--- src/rtl/hvac_pkg.sv ---
// hvac_pkg: shared types and constants for the HVAC sequencer.
//   hvac_state_t : plant state, encoded to match the external mode code
//   RGB_*        : indicator codes driven on rgb_out
//   MODE_W       : width of the mode output
//   rgb_of()     : state to indicator decode
package hvac_pkg;

  localparam int MODE_W = 2;

  typedef enum logic [MODE_W-1:0] {
    ST_IDLE    = 2'd0,
    ST_HEAT    = 2'd1,
    ST_COOL    = 2'd2,
    ST_LOCKOUT = 2'd3
  } hvac_state_t;

  localparam logic [2:0] RGB_HEAT = 3'b100;
  localparam logic [2:0] RGB_COOL = 3'b001;
  localparam logic [2:0] RGB_IDLE = 3'b010;

  function automatic logic [2:0] rgb_of(input hvac_state_t s);
    case (s)
      ST_HEAT: rgb_of = RGB_HEAT;
      ST_COOL: rgb_of = RGB_COOL;
      default: rgb_of = RGB_IDLE;
    endcase
  endfunction

endpackage

--- src/rtl/hvac_timer.sv ---
// hvac_timer: saturating cycle counter with synchronous clear and a
// terminal-count compare.
//   clk, reset_n : clock, asynchronous active-low reset
//   clr          : zero the count on this edge
//   limit        : terminal count
//   done         : count has reached (or passed) limit
// The count starts from zero after every clear and steps by one, so the
// >= compare first becomes true exactly when count == limit.
module hvac_timer #(
  parameter int W = 4
) (
  input  logic         clk,
  input  logic         reset_n,
  input  logic         clr,
  input  logic [W-1:0] limit,
  output logic         done
);

  logic [W-1:0] cnt;

  always_ff @(posedge clk or negedge reset_n) begin
    if (!reset_n)         cnt <= '0;
    else if (clr)         cnt <= '0;
    else if (cnt != '1)   cnt <= cnt + 1'b1;
  end

  assign done = (cnt >= limit);

endmodule

--- src/rtl/hvac_sequencer.sv ---
// hvac_sequencer: heating/cooling plant sequencer with hysteresis,
// minimum-run and lockout timing, and a single authoritative mode that
// drives the relays and the RGB indicator.
//   clk, reset_n          : clock, asynchronous active-low reset
//   enable                : plant allowed to run
//   temp_set/desired_temp : setpoint strobe and value
//   temp_in               : measured temperature
//   heat_on/cool_on/fan_on: relay outputs (registered)
//   rgb_out               : 100 heat, 001 cool, 010 idle/lockout
//   mode                  : current state code
// Optional: define HVAC_FAN_OVERRUN_EN to hold the fan on for FAN_OVERRUN
// cycles after the plant stops.
module hvac_sequencer
  import hvac_pkg::*;
#(
  parameter int TEMP_W      = 8,
  parameter int HYST        = 1,
  parameter int MIN_RUN     = 16,
  parameter int MIN_OFF     = 16,
  parameter int FAN_OVERRUN = 8
) (
  input  logic              clk,
  input  logic              reset_n,
  input  logic              enable,
  input  logic              temp_set,
  input  logic [TEMP_W-1:0] desired_temp,
  input  logic [TEMP_W-1:0] temp_in,
  output logic              heat_on,
  output logic              cool_on,
  output logic              fan_on,
  output logic [2:0]        rgb_out,
  output logic [MODE_W-1:0] mode
);

  localparam int RO_MAX  = (MIN_RUN > MIN_OFF) ? MIN_RUN : MIN_OFF;
  localparam int CNT_MAX = (FAN_OVERRUN > RO_MAX) ? FAN_OVERRUN : RO_MAX;
  localparam int CNT_W   = $clog2(CNT_MAX + 1);

  localparam logic [CNT_W-1:0] RUN_LIM = CNT_W'(MIN_RUN - 1);
  localparam logic [CNT_W-1:0] OFF_LIM = CNT_W'(MIN_OFF - 1);
  localparam logic [TEMP_W:0]  HYST_X  = (TEMP_W+1)'(HYST);

  hvac_state_t       state, state_nx;
  logic [TEMP_W-1:0] setpoint;
  logic              sp_valid;
  logic              cnt_done;
  logic              want_heat, want_cool;
  logic [TEMP_W:0]   sp_x, t_x;

  // One extra bit so setpoint+HYST and temp_in+HYST never wrap.
  assign sp_x      = {1'b0, setpoint};
  assign t_x       = {1'b0, temp_in};
  assign want_heat = sp_valid && enable && ((t_x + HYST_X) < sp_x);
  assign want_cool = sp_valid && enable && (t_x > (sp_x + HYST_X));

  // Residency counter; cleared on every state change so it counts cycles
  // spent in the current state.
  hvac_timer #(.W(CNT_W)) u_state_timer (
    .clk     (clk),
    .reset_n (reset_n),
    .clr     (state_nx != state),
    .limit   ((state == ST_LOCKOUT) ? OFF_LIM : RUN_LIM),
    .done    (cnt_done)
  );

  always_comb begin
    state_nx = state;
    case (state)
      ST_IDLE: begin
        if (want_heat)      state_nx = ST_HEAT;
        else if (want_cool) state_nx = ST_COOL;
      end
      ST_HEAT: begin
        // Disable bypasses minimum run; reversal always goes via lockout.
        if (!enable)                              state_nx = ST_LOCKOUT;
        else if ((temp_in >= setpoint) && cnt_done) state_nx = ST_LOCKOUT;
      end
      ST_COOL: begin
        if (!enable)                              state_nx = ST_LOCKOUT;
        else if ((temp_in <= setpoint) && cnt_done) state_nx = ST_LOCKOUT;
      end
      ST_LOCKOUT: if (cnt_done) state_nx = ST_IDLE;
      default: state_nx = ST_IDLE;
    endcase
  end

`ifdef HVAC_FAN_OVERRUN_EN
  localparam logic [CNT_W-1:0] FAN_LIM = CNT_W'(FAN_OVERRUN - 1);
  logic plant_cur, plant_nx, fan_done;
  assign plant_cur = (state == ST_HEAT) || (state == ST_COOL);
  assign plant_nx  = (state_nx == ST_HEAT) || (state_nx == ST_COOL);

  // Held at zero while the plant runs; counts the overrun once it stops.
  hvac_timer #(.W(CNT_W)) u_fan_timer (
    .clk     (clk),
    .reset_n (reset_n),
    .clr     (plant_cur),
    .limit   (FAN_LIM),
    .done    (fan_done)
  );
`endif

  // Outputs are registered from the next state so they always equal a
  // decode of the state register without any combinational relay path.
  always_ff @(posedge clk or negedge reset_n) begin
    if (!reset_n) begin
      state    <= ST_IDLE;
      setpoint <= '0;
      sp_valid <= 1'b0;
      heat_on  <= 1'b0;
      cool_on  <= 1'b0;
      fan_on   <= 1'b0;
      rgb_out  <= RGB_IDLE;
      mode     <= ST_IDLE;
    end else begin
      state <= state_nx;
      if (temp_set) begin
        setpoint <= desired_temp;
        sp_valid <= 1'b1;
      end
      heat_on <= (state_nx == ST_HEAT);
      cool_on <= (state_nx == ST_COOL);
`ifdef HVAC_FAN_OVERRUN_EN
      // Stay on through the exit edge, then until the overrun expires.
      fan_on  <= plant_nx | (fan_on & (plant_cur | !fan_done));
`else
      fan_on  <= (state_nx == ST_HEAT) || (state_nx == ST_COOL);
`endif
      rgb_out <= rgb_of(state_nx);
      mode    <= state_nx;
    end
  end

endmodule

--- config.mk ---
export PLATFORM = sky130hd
export DESIGN_NAME = hvac_sequencer
export DESIGN_NICKNAME = d
export VERILOG_FILES = /design/src/rtl/hvac_pkg.sv /design/src/rtl/hvac_timer.sv /design/src/rtl/hvac_sequencer.sv
export SDC_FILE = /design/constraint.sdc
export NUM_CORES = 1
export LEC_CHECK = 0
export ABC_CLOCK_PERIOD_IN_PS = 3550
export CORE_MARGIN = 3
export CORE_UTILIZATION = 54
export DETAILED_ROUTE_END_ITERATION = 12
export PLACE_DENSITY = 0.85
export SLEW_MARGIN = 20
export SYNTH_ARGS = -nofsm -noshare
export SYNTH_HDL_FRONTEND = slang
export SYNTH_SLANG_ARGS = --single-unit
--- constraint.sdc ---
create_clock -name clk -period 3.55 [get_ports clk]
set_input_delay 0.8875 -clock clk [delete_from_list [all_inputs] [get_ports clk]]
set_output_delay 0.8875 -clock clk [all_outputs]
set_load 0.02 [all_outputs]
======== Word level (Yosys, flattened, before mapping) ========
Cells that the tools add are included.
storage, ports and cells
  input port bits ......................... 20
  flip-flop bits (word level) ............. 22
  output and inout port bits .............. 8
cells by class
  mux-type cells .......................... 11
  add/subtract/negate cells ............... 3
  magnitude comparators ................... 5
  reductions and logical operators ........ 8
  eq/ne operators ......................... 7
operator list
  kind                 count
  $add 8x1->9 const B  2
  $mux 2               7
  $mux 5               2
  $gt 8x9->1           1
  $lt 9x8->1           1
  $ge 8x8->1           1
  $le 8x8->1           1
  $pmux 2 s4           1
  $eq 2x2->1 const B   3
  $pmux 3 s2           1
  $add 5x1->5 const B  1
  $ge 5x4->1 const B   1
  $logic_and 1x1->1    5
  $ne 5x5->1 const B   1
  $eq 2x1->1 const B   2
  $logic_not 2->1      1
  $ne 2x2->1           1
  $reduce_bool 2->1    1
  $logic_or 1x1->1     1

======== Longest topological paths before layout ========
Gate-level depths: netlist of the first run.
  word-level depth ........................ 8
  gate-level depth with buffers ........... 13
  depth with buffers taken out ............ 13

======== By module ========
From an unflattened synthesis of the first run, not the netlist that was laid out.
second synthesis, totals
  cell total of the unflattened synthesis .. 198
  area total of the unflattened synthesis .. 1766.7 um^2
by module, submodules not included
  module          area each (um^2)  instances  cells each
  hvac_sequencer  1415.1            1          162
  hvac_timer      351.6             1          36

======== Least setup slack after synthesis of the first run ========
OpenSTA, ideal clock, no wires.
  path kind ............................... input-to-reg
  from .................................... input port temp_in[0]
  to ...................................... register fan_on
  stages on the path ...................... 13
  slack ................................... 456 ps
  arrival time ............................ 3031 ps
  path through ............................ ha_1 nand3_1 nor2_1 xor2_1 ha_1 o21a_1 o21ai_0 a31oi_1 or4_4 nor2_1 a211o_1 ha_1 inv_1
between the ends
  word-level cells in the longest chain between the ends .. 7
RTL lines
  what                                             line                                                              source
  start: declaration                               hvac_sequencer.sv:27                                              input logic [TEMP_W-1:0] temp_in,
  $add 8x1->9 (tied with other cells)              hvac_sequencer.sv:53                                              assign want_heat = sp_valid && enable && ((t_x + HYST_X) < sp_x);
  $lt 9x8->1 (tied with other cells)               hvac_sequencer.sv:53
  $logic_and 1x1->1 (tied with other cells)        hvac_sequencer.sv:53
  $mux 2, on equally long branches                 hvac_sequencer.sv:70, hvac_sequencer.sv:75, hvac_sequencer.sv:79
  $pmux 2 s4 (*)                                   hvac_sequencer.sv:68                                              case (state)
  net state_nx[0]                                  hvac_sequencer.sv:43                                              hvac_state_t state, state_nx;
  $eq 2x1->1 / $eq 2x2->1 (equally long branches)  hvac_sequencer.sv:127                                             fan_on <= (state_nx == ST_HEAT) || (state_nx == ST_COOL);
  $logic_or 1x1->1 (*)                             hvac_sequencer.sv:127
  end signal: assignment                           hvac_sequencer.sv:127
  end: declaration                                 hvac_sequencer.sv:30                                              output logic fan_on,
Mark *: on every way through the listed nets, which the timed path passes. The rest lies on a longest branch.
A chain may end at the register's enable or synchronous reset.

======== Worst setup path in the final report of the first run ========
  from .................................... input port temp_in[1]
  to ...................................... register fan_on
between the ends
  word-level cells in the longest chain between the ends .. 7
RTL lines
  what                                             line
  $add 8x1->9 (tied with other cells)              hvac_sequencer.sv:53
  $lt 9x8->1 (tied with other cells)               hvac_sequencer.sv:53
  $logic_and 1x1->1 (tied with other cells)        hvac_sequencer.sv:53
  $mux 2, on equally long branches                 hvac_sequencer.sv:70, hvac_sequencer.sv:75, hvac_sequencer.sv:79
  $pmux 2 s4 (*)                                   hvac_sequencer.sv:68
  $eq 2x1->1 / $eq 2x2->1 (equally long branches)  hvac_sequencer.sv:127
  $logic_or 1x1->1 (*)                             hvac_sequencer.sv:127
Every way passes the cells marked *; elsewhere a longest branch is shown, timed or not.

==> results.sh, run 1 <==
export IMPL_status="completed"
export IMPL_wire_per_inst_um=15.8
export IMPL_min_period_over_period=0.970
export IMPL_synth_seq_cells=20
export IMPL_drive_above_1_share=0.102
export IMPL_p_total_mw=1.08
export IMPL_cts_setup_buffers=0
export IMPL_dieArea_um2=3910
export IMPL_max_clock_freq_ghz=0.290
export IMPL_drt_iter0_markers=121
export IMPL_cts_sink_count=20
export IMPL_place_gp_congestion=0.883
export IMPL_tns_ns=0
export IMPL_synth_edff_count=0
export IMPL_postRouteAntennaNets=0
export IMPL_clock_latency_ns=0.31
export IMPL_skew_ns=0.0113
export IMPL_initial_utilization=0.596
export IMPL_htree_levels=1
export IMPL_placed_cells=263
export IMPL_synthArstFlopShare=1.00
export IMPL_holdPathStages=1
export IMPL_netlist_area_um2=1730
export IMPL_core_um2=2900
export IMPL_stdcell_count=267
export IMPL_cts_tree="yes"
export IMPL_required_ns=3.81
export IMPL_hold_viol=0
export IMPL_boundaryPins=28
export IMPL_slew_headroom=0.408
export IMPL_power_density_nw_per_um2=502
export IMPL_yosysSeqAreaShare=0.290
export IMPL_chipHeight_um=62.6
export IMPL_synth_cell_types=40
export IMPL_vias_per_cell=5.92
export IMPL_fin_crit_ns=3.44
export IMPL_dp_hpwl_um=3460
export IMPL_die_w_um=62.6
export IMPL_clk_pin_slew_ns=0.12
export IMPL_grt_pass1_wl_um=7270
export IMPL_r2r_start="setpoint[2]$_DFFE_PN0P_"
export IMPL_area_growth_synth_to_final_pct=24.8
export IMPL_crit_arrival_ns=3.71
export IMPL_cp_max_fo=3
export IMPL_finalSetupViolCount=0
export IMPL_cts_buffers=3
export IMPL_rows=19
export IMPL_crit_start="temp_in[1]"
export IMPL_finalWirelength_um=4210
export IMPL_tightest_slew_ns=0.886
export IMPL_grt_pass1_vias=1676
export IMPL_syn_mean_instance_area_um2=9.09
export IMPL_synth_nets=241
export IMPL_cp_endpoint="fan_on$_DFF_PN0_"
export IMPL_p_leak_nw=0.983
export IMPL_yosysWarnings=0
export IMPL_diodes=0
export IMPL_port_buffers=27
export IMPL_final_max_slew_viol_count=0
export IMPL_drv_cap=0
export IMPL_syn_inst=190
export IMPL_crit_type="primary input to flop"
export IMPL_synthFlopType="dfrtp_1"
export IMPL_grt_max_degree=21
export IMPL_r2r_end="fan_on$_DFF_PN0_"
export IMPL_drc=0
export IMPL_drt_pass1_iterations=4
export IMPL_holdWs_ns=0.519
export IMPL_hp_class="flop to flop"
export IMPL_critPathCaptureType="flop"
export IMPL_gr_total_overflow=0
export IMPL_critPathLaunchType="primary input"
export IMPL_ir_worst_vdd_v=0.000588
export IMPL_reg2reg_depth=13
export IMPL_antenna_found_initial=0
export IMPL_r2r_slack_ns=0.50
export IMPL_nNetsFinal=277
export IMPL_vias=1581
export IMPL_groute_usage_overall=0.227
export IMPL_cts_root_buf="clkbuf_4"
export IMPL_clockBufferDepth=2
-- cell usage in the layout (no fill, tap or decap), types with 2 or more instances in the layout --
| master | Yosys | final |
|---|---|---|
| a211o_1 | 2 | 2 |
| a211oi_1 | 5 | 5 |
| a21oi_1 | 4 | 4 |
| a31oi_1 | 3 | 3 |
| and3_1 | 5 | 5 |
| and4_1 | 2 | 2 |
| buf_4 | 2 | 7 |
| clkbuf_4 | 0 | 3 |
| clkdlybuf4s50_1 | 0 | 27 |
| dfrtp_1 | 19 | 19 |
| ha_1 | 31 | 30 |
| inv_1 | 12 | 12 |
| nand2_1 | 17 | 17 |
| nand2b_1 | 4 | 4 |
| nand3_1 | 5 | 4 |
| nand4_1 | 3 | 3 |
| nor2_1 | 12 | 9 |
| nor2_2 | 0 | 2 |
| nor2b_1 | 5 | 5 |
| nor3_1 | 7 | 7 |
| o21ai_0 | 16 | 16 |
| or2_2 | 2 | 2 |
| xnor2_1 | 11 | 11 |
| xor2_1 | 4 | 4 |
-- worst min-delay path by stage --
stage | startpoint | to | slack (ns)
final | sp_valid$_DFFE_PN0P_ | sp_valid$_DFFE_PN0P_ | 0.52
after global routing | sp_valid$_DFFE_PN0P_ | sp_valid$_DFFE_PN0P_ | 0.55
after CTS | sp_valid$_DFFE_PN0P_ | sp_valid$_DFFE_PN0P_ | 0.52
after detailed placement | sp_valid$_DFFE_PN0P_ | sp_valid$_DFFE_PN0P_ | 0.49
after global placement | sp_valid$_DFFE_PN0P_ | sp_valid$_DFFE_PN0P_ | 0.48
after floorplan | sp_valid$_DFFE_PN0P_ | sp_valid$_DFFE_PN0P_ | 0.44
-- cell usage after synthesis, drive strengths merged, types with 3 or more instances --
cell / n / area share
nor2: 12 / 0.026
inv: 12 / 0.026
a211oi: 5 / 0.022
nand2: 17 / 0.037
nor3: 7 / 0.020
ha: 31 / 0.22
a21oi: 4 / 0.012
and3: 5 / 0.018
xnor2: 11 / 0.056
dfrtp: 19 / 0.28
o21ai: 17 / 0.056
xor2: 4 / 0.020
nand2b: 4 / 0.014
nand3: 5 / 0.014
nand4: 3 / 0.011
a31oi: 3 / 0.011
nor2b: 5 / 0.018
-- logic make-up (layout without fill, tap and decap cells) --
| group | count (synthesis) | count (layout) | share of synthesized area |
|---|---|---|---|
| and+or+nand+nor | 66 | 66 | 0.196 |
| AOI/OAI and AO/OA | 42 | 42 | 0.170 |
| adders and majority gates | 31 | 31 | 0.224 |
| DFF | 20 | 20 | 0.290 |
| xor gates and xnor gates | 15 | 15 | 0.0760 |
| buffers and inverters | 15 | 50 | 0.0369 |
| muxes | 1 | 1 | 0.00579 |
-- power by group --
part / internal (mW) / total (mW) / switching, mW
registers: 0.299 / 0.356 / 0.0571
logic: 0.255 / 0.540 / 0.285
clock network: 0.114 / 0.186 / 0.0715
total: 0.669 / 1.08 / 0.414
-- repair_timing --
action / 4_1_cts / 5_1_grt
endpoints found under the setup margin: 0 / 3
hold buffers: 0 / 0
gates resized for setup: 0 / 6
-- area by class of cell --
type / count / area, um2
Fill cell: 224 / 743
Timing Repair Buffer: 34 / 323
Tap cell: 42 / 52.6
Inverter: 12 / 45.0
Multi-Input combinational cell: 155 / 1180
Sequential cell: 20 / 502
Clock inverter: 1 / 30.0
Clock buffer: 3 / 22.5
-- flip-flops by register name, indices dropped and copies added (netlist names) --
name and flops:
heat_on 1, rgb_out 2, state 2, fan_on 1
u_state_timer.cnt 5, setpoint 8, sp_valid 1
-- metal layers --
| metal | up-vias | share of wire | routed length, um | GRT usage |
|---|---|---|---|---|
| met4 | 0 | 0.017 | 72 | 0.0964 |
| met1 | 759 | 0.41 | 1720 | 0.259 |
| met2 | 54 | 0.51 | 2150 | 0.405 |
| met3 | 10 | 0.063 | 264 | 0.0504 |
| met5 | - | 0 | 0 | 0 |
| li1 | 758 | - | - | - |
-- per-stage QoR --
stage | util | area (um2) | setup WS, ns
3_3_place_gp | 0.719 | 2080 | -0.127
2_1_floorplan | - | 1730 | 0.456
5_1_grt | 0.744 | 2160 | -0.00875
3_5_place_dp | 0.719 | 2080 | -0.261
4_1_cts | 0.737 | 2140 | 0.0600
6_report | 0.744 | 2160 | 0.106
-- worst max-delay path, cell delays in order --
cell	delay [ns]
clkdlybuf4s50_1	0.49
ha_2	0.21
nand3_2	0.12
nor2_4	0.13
xor2_1	0.17
ha_1	0.27
o21a_1	0.11
o21ai_0	0.15
a31oi_1	0.06
or4_4	0.52
nand2_1	0.12
a221o_1	0.17
ha_1	0.24
inv_1	0.06
No activity file was read; power rests on OpenSTA's default activity.
==> run 2: changes to the inputs <==
ABC_CLOCK_PERIOD_IN_PS = 3560   (was 3550)
CORE_UTILIZATION = 55   (was 54)
DONT_BUFFER_PORTS = 1   (was not set)
PLACE_DENSITY = 0.74   (was 0.85)
clock period = 3.56 ns   (was 3.55 ns; I/O delays follow)
==> run 2 against run 1 <==
Non-clock buffer count down 34. Global-route usage down 2.0 points. Critical path depth down 1. Clock skew down 0.0021 ns. Final cell count down 13%. Register-to-register slack better by 0.10 ns. Worst setup slack better by 0.46 ns. Hold slack worse by 0.27 ns. Routed wire length down 19%. Largest power group is now sequential cells.
==> results.sh, run 2 (same netlist as run 1, synthesis figures left out) <==
export IMPL_boundaryPins=28
export IMPL_ctsResizeCount=0
export IMPL_ir_worst_vdd_v=0.000371
export IMPL_clk_pin_slew_ns=0.11
export IMPL_finalWirelength_um=3430
export IMPL_clock_latency_ns=0.31
export IMPL_tns_ns=0
export IMPL_groute_usage_overall=0.207
export IMPL_cts_buffers=3
export IMPL_reg2reg_depth=13
export IMPL_min_period_over_period=0.840
export IMPL_critPathCaptureType="flop"
export IMPL_area_growth_synth_to_final_pct=4.05
export IMPL_cts_setup_buffers=0
export IMPL_drv_cap=0
export IMPL_final_max_slew_viol_count=0
export IMPL_drt_iter0_markers=90
export IMPL_crit_type="primary input to flop"
export IMPL_final_common_cell="ha_1"
export IMPL_largest_reg_flops=8
export IMPL_core_um2=2880
export IMPL_p_leak_nw=0.839
export IMPL_port_buffers=0
export IMPL_drive_above_1_share=0.0576
export IMPL_final_cell_mix="ha_1, dfrtp_1, nand2_1"
export IMPL_cp_max_fo=5
export IMPL_cts_root_buf="clkbuf_4"
export IMPL_fin_crit_ns=2.99
export IMPL_diodes=0
export IMPL_r2r_end="fan_on$_DFF_PN0_"
export IMPL_grt_pass1_vias=1334
export IMPL_initial_utilization=0.601
export IMPL_cpMostUsedCell="ha_1"
export IMPL_largest_register="setpoint"
export IMPL_postRouteAntennaNets=0
export IMPL_cp_cell_sequence="ha_1 -> nand3_1 -> nor2_1 -> xor2_1 -> ha_1 -> o21a_1 -> o21ai_0 -> a31oi_1 -> or4_4 -> nor2_1 -> a211o_1 -> ha_1 -> inv_1"
export IMPL_dp_hpwl_um=2860
export IMPL_drc=0
export IMPL_tightest_slew_ns=0.410
export IMPL_power_density_nw_per_um2=497
export IMPL_reg_top3="setpoint (8), u_state_timer.cnt (5)"
export IMPL_dieArea_um2=3850
export IMPL_fin_util=0.625
export IMPL_hold_viol=0
export IMPL_die_w_um=62.1
export IMPL_nNetsFinal=243
export IMPL_critPathSlowestCell="or4_4"
export IMPL_grt_pass1_wl_um=5810
export IMPL_gr_total_overflow=0
export IMPL_holdWs_ns=0.254
export IMPL_wire_per_inst_um=14.7
export IMPL_grt_max_degree=21
export IMPL_fin_ws_ns=0.569
export IMPL_r2r_slack_ns=0.60
export IMPL_clockBufferDepth=2
export IMPL_required_ns=3.82
export IMPL_vias=1367
export IMPL_cpPeakStageDelay_ns=0.53
export IMPL_antenna_found_initial=0
export IMPL_hp_class="primary input to asynchronous set/reset pin"
export IMPL_max_clock_freq_ghz=0.334
export IMPL_ctsHoldBuffers=0
export IMPL_cts_tree="yes"
export IMPL_status="completed"
export IMPL_nFillCells=252
export IMPL_finalSetupViolCount=0
export IMPL_crit_arrival_ns=3.25
export IMPL_r2r_start="setpoint[2]$_DFFE_PN0P_"
export IMPL_chipHeight_um=62.1
export IMPL_skew_ns=0.00915
export IMPL_cts_sink_count=20
export IMPL_critPathLaunchType="primary input"
export IMPL_rows=19
export IMPL_vias_per_cell=5.87
export IMPL_slew_headroom=0.726
export IMPL_drt_pass1_iterations=4
export IMPL_grt_setup_unrepaired="no"
export IMPL_place_gp_congestion=0.810
export IMPL_htree_levels=1
export IMPL_dp_slack_ns=0.252
-- run 2: critical path, delay by kind of cell --
| family | cells | cell delay (ns) |
|---|---|---|
| and+or+nand+nor | 4 | 0.99 |
| buffers and inverters | 1 | 0.06 |
| AOI/OAI and AO/OA | 4 | 0.46 |
| adders and majority gates | 3 | 0.68 |
| xor gates and xnor gates | 1 | 0.17 |
-- run 2: cell type report --
| cell class | instances | area (um2) | share of cell area |
|---|---|---|---|
| multi-input combinational | 155 | 1160 | 0.646 |
| tap | 42 | 52.6 | 0.0292 |
| inverter | 12 | 45.0 | 0.0251 |
| clock buffer | 4 | 36.3 | 0.0202 |
| sequential | 20 | 502 | 0.279 |
-- run 2: how the worst max path moves through the flow --
| stage | startpoint | end | cells past startpoint |
|---|---|---|---|
| global placement | temp_in[0] | fan_on$_DFF_PN0_ | 13 |
| global route | setpoint[2]$_DFFE_PN0P_ | fan_on$_DFF_PN0_ | 13 |
| floorplan | temp_in[0] | fan_on$_DFF_PN0_ | 13 |
| finish | temp_in[0] | fan_on$_DFF_PN0_ | 13 |
| CTS | temp_in[0] | fan_on$_DFF_PN0_ | 13 |
| detailed placement | temp_in[0] | fan_on$_DFF_PN0_ | 13 |
-- run 2: report_power, final --
group	switching, mW	internal (mW)	leakage [nW]
clock network	0.0699	0.0626	0.0210
registers	0.109	0.299	0.239
logic	0.187	0.166	0.579
-- run 2: metal layers --
metal / global-route usage / up-vias / routed length (um)
li1: - / 684 / -
met1: 0.270 / 641 / 1590
met2: 0.334 / 37 / 1610
met3: 0.0413 / 5 / 183
met4: 0.0818 / 0 / 48
met5: 0 / - / 0
-- run 2: metrics by stage --
stage | power, mW | cell area (um2) | cells
CTS | 0.901 | 1800 | 233
global route | 0.987 | 1800 | 233
detailed placement | 0.765 | 1760 | 229
floorplan | 0.701 | 1730 | 190
finish | 0.893 | 1800 | 233
global placement | 0.743 | 1760 | 229
